==> src/rtl/stream_collector.sv <==
// Capture buffer: collects a valid/ready word stream (optionally closed by in_last)
// and replays it in order on request, flagging the final word and pulsing dump_done.
module stream_collector #(
  parameter int BIT_WIDTH = 32,
  parameter int DEPTH     = 16,
  parameter int CNT_W     = $clog2(DEPTH + 1)
) (
  input  logic                 clk,
  input  logic                 rst,
  input  logic                 in_valid,
  output logic                 in_ready,
  input  logic [BIT_WIDTH-1:0] in_data,
  input  logic                 in_last,
  input  logic                 dump_req,
  output logic                 out_valid,
  input  logic                 out_ready,
  output logic [BIT_WIDTH-1:0] out_data,
  output logic                 out_last,
  output logic                 dump_done,
  output logic [CNT_W-1:0]     count,
  output logic                 sealed
);
  localparam int AW = $clog2(DEPTH);

  typedef enum logic {COLLECT, DUMP} state_t;

  state_t               state_q, state_d;
  logic [AW-1:0]        wr_ptr_q, wr_ptr_d;
  logic [AW-1:0]        rd_ptr_q, rd_ptr_d;
  logic [CNT_W-1:0]     count_q, count_d;
  logic                 sealed_q, sealed_d;
  logic                 done_q, done_d;
  logic [BIT_WIDTH-1:0] mem [DEPTH];

  logic                 accept;
  logic                 xfer;
  logic [CNT_W-1:0]     count_upd;

  assign in_ready  = (state_q == COLLECT) && !sealed_q && (count_q != CNT_W'(DEPTH));
  assign accept    = in_valid && in_ready;
  assign out_valid = (state_q == DUMP);
  assign xfer      = out_valid && out_ready;
  assign out_data  = mem[rd_ptr_q];
  assign out_last  = out_valid && (CNT_W'(rd_ptr_q) == count_q - CNT_W'(1));
  assign count_upd = count_q + CNT_W'(accept);

  assign count     = count_q;
  assign sealed    = sealed_q;
  assign dump_done = done_q;

  always_comb begin
    state_d  = state_q;
    wr_ptr_d = wr_ptr_q;
    rd_ptr_d = rd_ptr_q;
    count_d  = count_q;
    sealed_d = sealed_q;
    done_d   = 1'b0;
    case (state_q)
      COLLECT: begin
        if (accept) begin
          wr_ptr_d = wr_ptr_q + AW'(1);
          count_d  = count_upd;
          if (in_last) sealed_d = 1'b1;
        end
        // A word accepted alongside dump_req is part of this dump.
        if (dump_req) begin
          if (count_upd != '0) begin
            state_d  = DUMP;
            rd_ptr_d = '0;
          end else begin
            done_d   = 1'b1;
            sealed_d = 1'b0;
          end
        end
      end
      DUMP: begin
        if (xfer) begin
          rd_ptr_d = rd_ptr_q + AW'(1);
          if (out_last) begin
            state_d  = COLLECT;
            wr_ptr_d = '0;
            rd_ptr_d = '0;
            count_d  = '0;
            sealed_d = 1'b0;
            done_d   = 1'b1;
          end
        end
      end
    endcase
  end

  always_ff @(posedge clk or posedge rst) begin
    if (rst) begin
      state_q  <= COLLECT;
      wr_ptr_q <= '0;
      rd_ptr_q <= '0;
      count_q  <= '0;
      sealed_q <= 1'b0;
      done_q   <= 1'b0;
    end else begin
      state_q  <= state_d;
      wr_ptr_q <= wr_ptr_d;
      rd_ptr_q <= rd_ptr_d;
      count_q  <= count_d;
      sealed_q <= sealed_d;
      done_q   <= done_d;
    end
  end

  // Storage is never reset; count alone decides which entries are meaningful.
  always_ff @(posedge clk) begin
    if (accept) mem[wr_ptr_q] <= in_data;
  end

endmodule

==> config.mk <==
export PLATFORM = sky130hd
export DESIGN_NAME = stream_collector
export DESIGN_NICKNAME = d
export VERILOG_FILES = /design/src/rtl/stream_collector.sv
export SDC_FILE = /design/constraint.sdc
export NUM_CORES = 1
export LEC_CHECK = 0
export ABC_AREA = 0
export CORE_MARGIN = 1
export CORE_UTILIZATION = 26
export CTS_BUF_LIST = sky130_fd_sc_hd__clkbuf_16
export CTS_CLUSTER_DIAMETER = 40
export DETAILED_ROUTE_END_ITERATION = 12
export GPL_ROUTABILITY_DRIVEN = 0
export SYNTH_ARGS = -nofsm -noshare
export SYNTH_HDL_FRONTEND = slang
export SYNTH_SLANG_ARGS = --single-unit
==> constraint.sdc <==
create_clock -name clk -period 6.55 [get_ports clk]
set_clock_uncertainty 0.2 [all_clocks]
set_input_delay 1.31 -clock clk [delete_from_list [all_inputs] [get_ports clk]]
set_output_delay 1.31 -clock clk [all_outputs]
set_load 0.02 [all_outputs]
==> flow_summary_export.csv, run 1 <==
group,metric,value,unit
pwr,p_comb_share,26.2,%
sta,max_slew_margin,32.68,%
pwr,leakage,7.870,nW
logic_synthesis,netlist_area,0.02062,mm2
logic_synthesis,async_reset_ff_share,3.030,%
layout,final_nets,1105,
layout,fin_cells,2145,
layout,drive_gt1_share,25.07,%
logic_synthesis,synth-edff-count,512,
grt,grt_pass1_wl,67.62,mm
grt,grt_pass1_vias,10230,
pwr,ir_drop,199.3,uV
sta,timing.final.ws_setup,1.296,ns
setup_path,r2r_cells,9,
clock_tree,cts_made_buffers,59,
hold_path,hp-class,"reg -> reg",
job,cap_violations,0,
place,pre_cts_slack,1.863,ns
routing,first_pass_iters,4,
floorplanning,fp-row-count,102,
floorplanning,ios,80,
clock_tree,cts.repair.resized,0,
pwr,intPower,6.933,mW
grt,grt_max_degree,69,
floorplanning,core,0.07798,mm2
routing,ant_nets,0,
place,dp.final_hpwl,25.39,mm
routing,routedWlPerCell,21.11,um
pwr,seq_power_share,41.2,%
logic_synthesis,ys_seq_area_share,76.52,%
setup_path,regToRegEndpoint,"mem[7][0]",
sta,finalHoldViolCount,0,
setup_path,cp_cell_sequence,"buf_12 > buf_12 > mux4_2 > nor2b_1 > a211oi_1 > a21oi_1 > clkdlybuf4s50_1",
setup_path,arrival,3.74,ns
clock_tree,cts_sinks,528,
floorplanning,die_width,283.6,um
place,place_inst,2037,
layout,syn_to_final_growth,19.64,%
pwr,power,9.859,mW
sta,fin_crit,5.254,ns
clock_tree,postCtsSetupBuffers,0,
logic_synthesis,yosys.area.top_type,"edfxtp_1",
sta,rsz0062_at_grt,"false",
logic_synthesis,ys_top_cells_by_area,"edfxtp_1 75%, mux4_2 14%, dfrtp_1 1.9%",
logic_synthesis,synthFlopType,"edfxtp_1",
logic_synthesis,synth_cell_types,45,
routing,vias_per_cell,4.476,
status,status,"completed",
sta,setup_violations,0,
logic_synthesis,synth_top_family_by_area,"multiplexers",
setup_path,r2r_slack,2.70,ns
routing,vias,9602,
clock_tree,ctsHoldBuffers,0,
setup_path,cp-start-kind,"register",
setup_path,cp.required,5.04,ns
logic_synthesis,synth-xor-area-share,0.3399,%
setup_path,startpoint,"rd_ptr_q[0]",
sta,drv_slew,0,
setup_path,setup.worst_path.class,"reg -> out",
logic_synthesis,synthSimpleGateAreaFrac,2.385,%
floorplanning,die_h,283.6,um
logic_synthesis,synth_fp_nets,994,
setup_path,slowest_delay,0.80,ns
logic_synthesis,synth_adder_area_share,0.5462,%
sta,timing.final.crit_share,80.21,%
sta,tightestPinTransition,1.010,ns
routing,routed_wl,45.29,mm
setup_path,cp_max_fo,32,
sta,fin_tns_setup,0,ns
clock_tree,cts_tree,"done",
routing,drc,0,
logic_synthesis,synthesis.instances,947,
floorplanning,initial_core_util,26.44,%
pwr,power.share.clock,32.6,%
setup_path,cp_slowest_cell,"dfrtp_4",
grt,track_usage,11.26,%
clock_tree,cts.htree.levels,2,
logic_synthesis,yosysTopAreaCellShare,74.58,%
clock_tree,clock-root-buffer,"clkbuf_16",
logic_synthesis,synth-seq-cells,528,
routing,drt_iter0_drc,694,
logic_synthesis,synth_compound_area_share,3.107,%
place,port_buffers,79,
grt,antenna_found_initial,3,
pwr,powerDensity,399.7,mW/mm2
layout,n_antenna_cell,0,
pwr,swShare,29.67,%
setup_path,r2r-start,"count[0]",
setup_path,cpMostUsedCell,"buf_12",
pwr,p_sw,2.925,mW
clock_tree,cts_buffer_depth,3,
logic_synthesis,ys_warn_count,0,
floorplanning,design.die.area,0.08042,mm2
grt,grt_overflow_total,0,
setup_path,crit_end,"out_data[13]",
clock_tree,clk-insertion-delay-late,0.61,ns
setup_path,end_kind,"output pin",
clock_tree,clk_pin_slew,0.06,ns
logic_synthesis,synth_mux_area_share,15.61,%
sta,clock.fmax,0.1903,GHz
logic_synthesis,avgSynthCellArea,21.77,um2
==> power by group through the flow <==
stage | clock network, mW | registers, mW | logic, mW
global route | 3.40 | 4.09 | 2.78
CTS | 3.28 | 4.07 | 2.66
finish | 3.21 | 4.06 | 2.59
global placement | 0 | 4.14 | 2.63
detailed placement | 0 | 4.14 | 2.64
floorplan | 0 | 3.87 | 1.86
==> synth_stat cells, types with 4 or more instances <==
cell / n
nand2_1: 9
inv_1: 8
mux2i_1: 32
nor3_1: 5
a211oi_1: 32
ha_1: 9
xor2_1: 4
nand3_1: 8
and2_1: 9
nor2_1: 6
buf_2: 27
dfrtp_1: 16
xnor2_1: 4
clkbuf_1: 25
edfxtp_1: 512
mux4_2: 128
a21oi_1: 35
and3_1: 5
nor2b_1: 33
and4_1: 4
==> worst min path at each step <==
stage	start	endpoint	slack, ns	depth (start not counted)
after floorplan	wr_ptr_q[1]	wr_ptr_q[1]	0.34	1
after global placement	sealed	sealed	0.37	2
after detailed placement	sealed	sealed	0.38	2
after CTS	sealed	sealed	0.39	2
after global routing	sealed	sealed	0.42	2
final	sealed	sealed	0.39	2
==> registers in the layout, indices dropped and copies added, names as in the netlist <==
register	count
sealed	1
dump_done	1
out_valid	1
rd_ptr_q	4
mem	512
wr_ptr_q	4
count	5
==> cell families after synthesis <==
logic type               after synthesis
XOR/XNOR                               8
AND/OR/NAND/NOR                       83
multiplexers                         161
buffers and inverters                 66
AO/OA/AOI/OAI                         92
adder cells (fa/ha/maj)                9
flip-flops                           528
==> metal layers <==
metal,global-route usage (%),vias to the layer above,wire (um)
li1,-,4204,-
met1,14.46,5149,19540
met2,19.55,175,23240
met3,1.977,72,1626
met4,2.973,2,872
met5,0,-,9
==> cells in the final DEF (no fill, tap or decap), drive strengths merged, types with 2 or more instances in the layout <==
cell type	Yosys	layout
xnor2	4	4
mux2i	32	32
xor2	4	4
nor2b	33	33
and3	5	5
nor2	6	6
nor3	5	5
clkinv	0	30
mux4	128	128
inv	8	22
and4	4	4
nand2	9	9
edfxtp	512	512
clkbuf	25	59
buf	33	29
clkdlybuf4s50	0	79
ha	9	9
dfrtp	16	16
o21ai	2	2
o2bb2ai	3	3
bufinv	0	4
a22o	5	5
and2	9	9
nand3	8	8
a211oi	32	32
a21oi	35	35
o41ai	2	2
o21ba	2	2
==> critical path: cells and delay by family (launching register included) <==
| family | cells | cell delay, ns |
|---|---|---|
| AND/OR/NAND/NOR | 1 | 0.15 |
| multiplexers | 1 | 0.51 |
| flip-flops | 1 | 0.80 |
| AO/OA/AOI/OAI | 2 | 0.39 |
| buffers and inverters | 3 | 1.22 |
==> final cells by class <==
class | instances | area (um2)
Clock buffer | 59 | 1476
Tap cell | 1040 | 1301
Timing Repair Buffer | 108 | 1059
Sequential cell | 528 | 15790
Clock inverter | 49 | 455.4
Fill cell | 7369 | 53310
Multi-Input combinational cell | 353 | 4553
Inverter | 8 | 30.03
==> per-stage QoR <==
stage                     util (%)  area [um2]  hold WS [ns]
after global routing         31.63       24660        0.4168
after global placement       29.15       22730        0.3702
final                        31.63       24660        0.3869
after floorplan                  -       20620        0.3423
after detailed placement     29.15       22730        0.3794
after CTS                    31.63       24660        0.3898
(Power assumes the default switching activity.)
==> run 2, diff against run 1 <==
- clock period: 6.55 -> 4.9 ns (I/O delays scaled with it)
==> run 2 against run 1 <==
Sequential share of layout area grew 0.14 points. Flip-flop and latch count is the same. Worst hold slack gained 0.0042 ns. Register-to-register slack lost 1.5 ns. First-iteration DRC count shrank 22%. Via count grew 0.12%. Critical endpoint is now out_data[30]. Global-route usage shrank 0.21 points. Core utilization shrank 0.069 points. Largest power group unchanged. Clock-buffer cell count shrank 5. Cell area shrank 0.22%.
==> flow_summary_export.csv, run 2 (synthesis results as in run 1) <==
group,metric,value,unit
status,status,"completed",
layout,drive_gt1_share,25.07,%
clock_tree,ctsHoldBuffers,0,
clock_tree,cts_tree,"done",
grt,track_usage,11.05,%
grt,grt_overflow_total,0,
sta,tightestPinTransition,0.7475,ns
layout,max_flop_register,"mem",
floorplanning,core,0.07798,mm2
setup_path,startpoint,"rd_ptr_q[2]",
layout,syn_to_final_growth,19.38,%
sta,fin_crit,4.478,ns
layout,multiInputGateArea,0.004553,mm2
sta,finalHoldViolCount,0,
clock_tree,clk-insertion-delay-late,0.56,ns
clock_tree,clock-root-buffer,"clkbuf_16",
job,cap_violations,0,
place,port_buffers,79,
sta,max_slew_margin,50.17,%
routing,vias,9614,
pwr,swShare,28.96,%
pwr,p_comb_share,27.3,%
layout,largest_reg_flops,512,
sta,fin_hold_ws,0.3911,ns
setup_path,r2r-start,"count[0]",
floorplanning,die_width,283.6,um
routing,drc,0,
floorplanning,ios,80,
pwr,seq_power_share,40.6,%
pwr,ir_drop,302.0,uV
pwr,leakage,7.855,nW
pwr,powerDensity,530.1,mW/mm2
setup_path,cp_cell_sequence,"buf_12 > mux4_2 > nor2b_1 > a211oi_1 > a21oi_1 > clkdlybuf4s50_1",
place,placed_cell_area,0.02279,mm2
layout,seq_area,0.01579,mm2
pwr,p_sw,3.778,mW
routing,routedWlPerCell,20.95,um
floorplanning,die_h,283.6,um
sta,timing.final.crit_share,91.38,%
setup_path,cp_max_fo,44,
routing,first_pass_iters,5,
layout,final_cell_mix,"512 x edfxtp_1, 128 x mux4_2, 79 x clkdlybuf4s50_1",
sta,setup_violations,0,
layout,final_area,0.02461,mm2
floorplanning,fp-row-count,102,
floorplanning,design.die.area,0.08042,mm2
sta,fin_tns_setup,0,ns
pwr,power,13.05,mW
pwr,intPower,9.268,mW
setup_path,cp-start-kind,"register",
setup_path,cp_slowest_cell,"dfrtp_4",
sta,drv_slew,0,
place,dp.final_hpwl,24.46,mm
routing,drt_iter0_drc,544,
pwr,power.share.clock,32.0,%
routing,ant_nets,0,
setup_path,regToRegEndpoint,"rd_ptr_q[3]",
layout,final_nets,1105,
clock_tree,cts_buffer_depth,3,
setup_path,setup.worst_path.class,"reg -> out",
clock_tree,cts_sinks,528,
setup_path,crit_end,"out_data[30]",
layout,final_common_cell,"edfxtp_1",
routing,routed_wl,44.87,mm
setup_path,r2r_slack,1.22,ns
clock_tree,cts_made_buffers,52,
setup_path,slowest_delay,0.90,ns
clock_tree,cts.repair.resized,0,
setup_path,end_kind,"output pin",
clock_tree,postCtsSetupBuffers,0,
setup_path,cp.required,3.72,ns
sta,clock.fmax,0.2233,GHz
grt,grt_pass1_vias,10180,
hold_path,hp-class,"reg -> reg",
layout,fill_cells,7317,
clock_tree,clk_pin_slew,0.06,ns
setup_path,r2r_cells,12,
floorplanning,initial_core_util,26.44,%
sta,rsz0062_at_grt,"false",
clock_tree,cts.htree.levels,2,
grt,antenna_found_initial,2,
grt,grt_max_degree,69,
grt,grt_pass1_wl,66.86,mm
routing,vias_per_cell,4.488,
setup_path,arrival,3.30,ns
[run 2: cell types whose count changed in the layout (fill, tap and decap cells not counted), sizes merged]
cell	previous run	this run
clkinvlp	1	4
diode	0	1
inv	22	21
bufinv	4	8
clkinv	30	18
buf	29	36
clkbuf	59	54
[run 2: layer usage]
metal	up-vias	wire, um	track usage (%)	share of wire [%]
li1	4202	-	-	-
met1	5167	18900	13.73	42
met2	183	23210	19.68	52
met3	60	1825	1.969	4.1
met4	2	924	2.946	2.1
met5	-	13	0	0.029
[run 2: how the worst min path moves through the flow]
stage                           start     endpoint  cells past startpoint
after floorplan           wr_ptr_q[1]  wr_ptr_q[1]                      1
after global placement         sealed       sealed                      2
after detailed placement       sealed       sealed                      2
after CTS                      sealed       sealed                      2
after global routing           sealed       sealed                      2
final                          sealed       sealed                      2
[run 2: per-stage QoR]
stage | utilization (%) | std cells | setup slack (ns)
after floorplan | - | 947 | 1.577
after global placement | 29.22 | 2044 | 0.8072
after detailed placement | 29.22 | 2044 | 0.8401
after CTS | 31.56 | 2141 | 0.3420
after global routing | 31.56 | 2141 | 0.2455
final | 31.56 | 2142 | 0.4222
[run 2: cell type report]
cell class,instances,share of cell area (%)
diodes,1,0.01017
clock buffers,54,5.491
clock inverters,43,1.917
inverters,8,0.1220
multi-input cells,353,18.50
flip-flops and latches,528,64.16
well taps,1040,5.287
repair buffers,115,4.515
[run 2: power groups by stage]
stage / Sequential, mW / Clock, mW / Combinational, mW
global route: 5.32 / 4.42 / 3.84
detailed placement: 5.40 / 0 / 3.64
global placement: 5.40 / 0 / 3.63
floorplan: 5.17 / 0 / 2.49
CTS: 5.30 / 4.27 / 3.66
finish: 5.30 / 4.18 / 3.57
[run 2: worst max-delay path, delay by kind of cell, from the launching register on]
kind / cells / cell delay, ns
flip-flops: 1 / 0.90
AO/OA/AOI/OAI: 2 / 0.39
multiplexers: 1 / 0.33
buffers and inverters: 2 / 0.95
AND/OR/NAND/NOR: 1 / 0.14
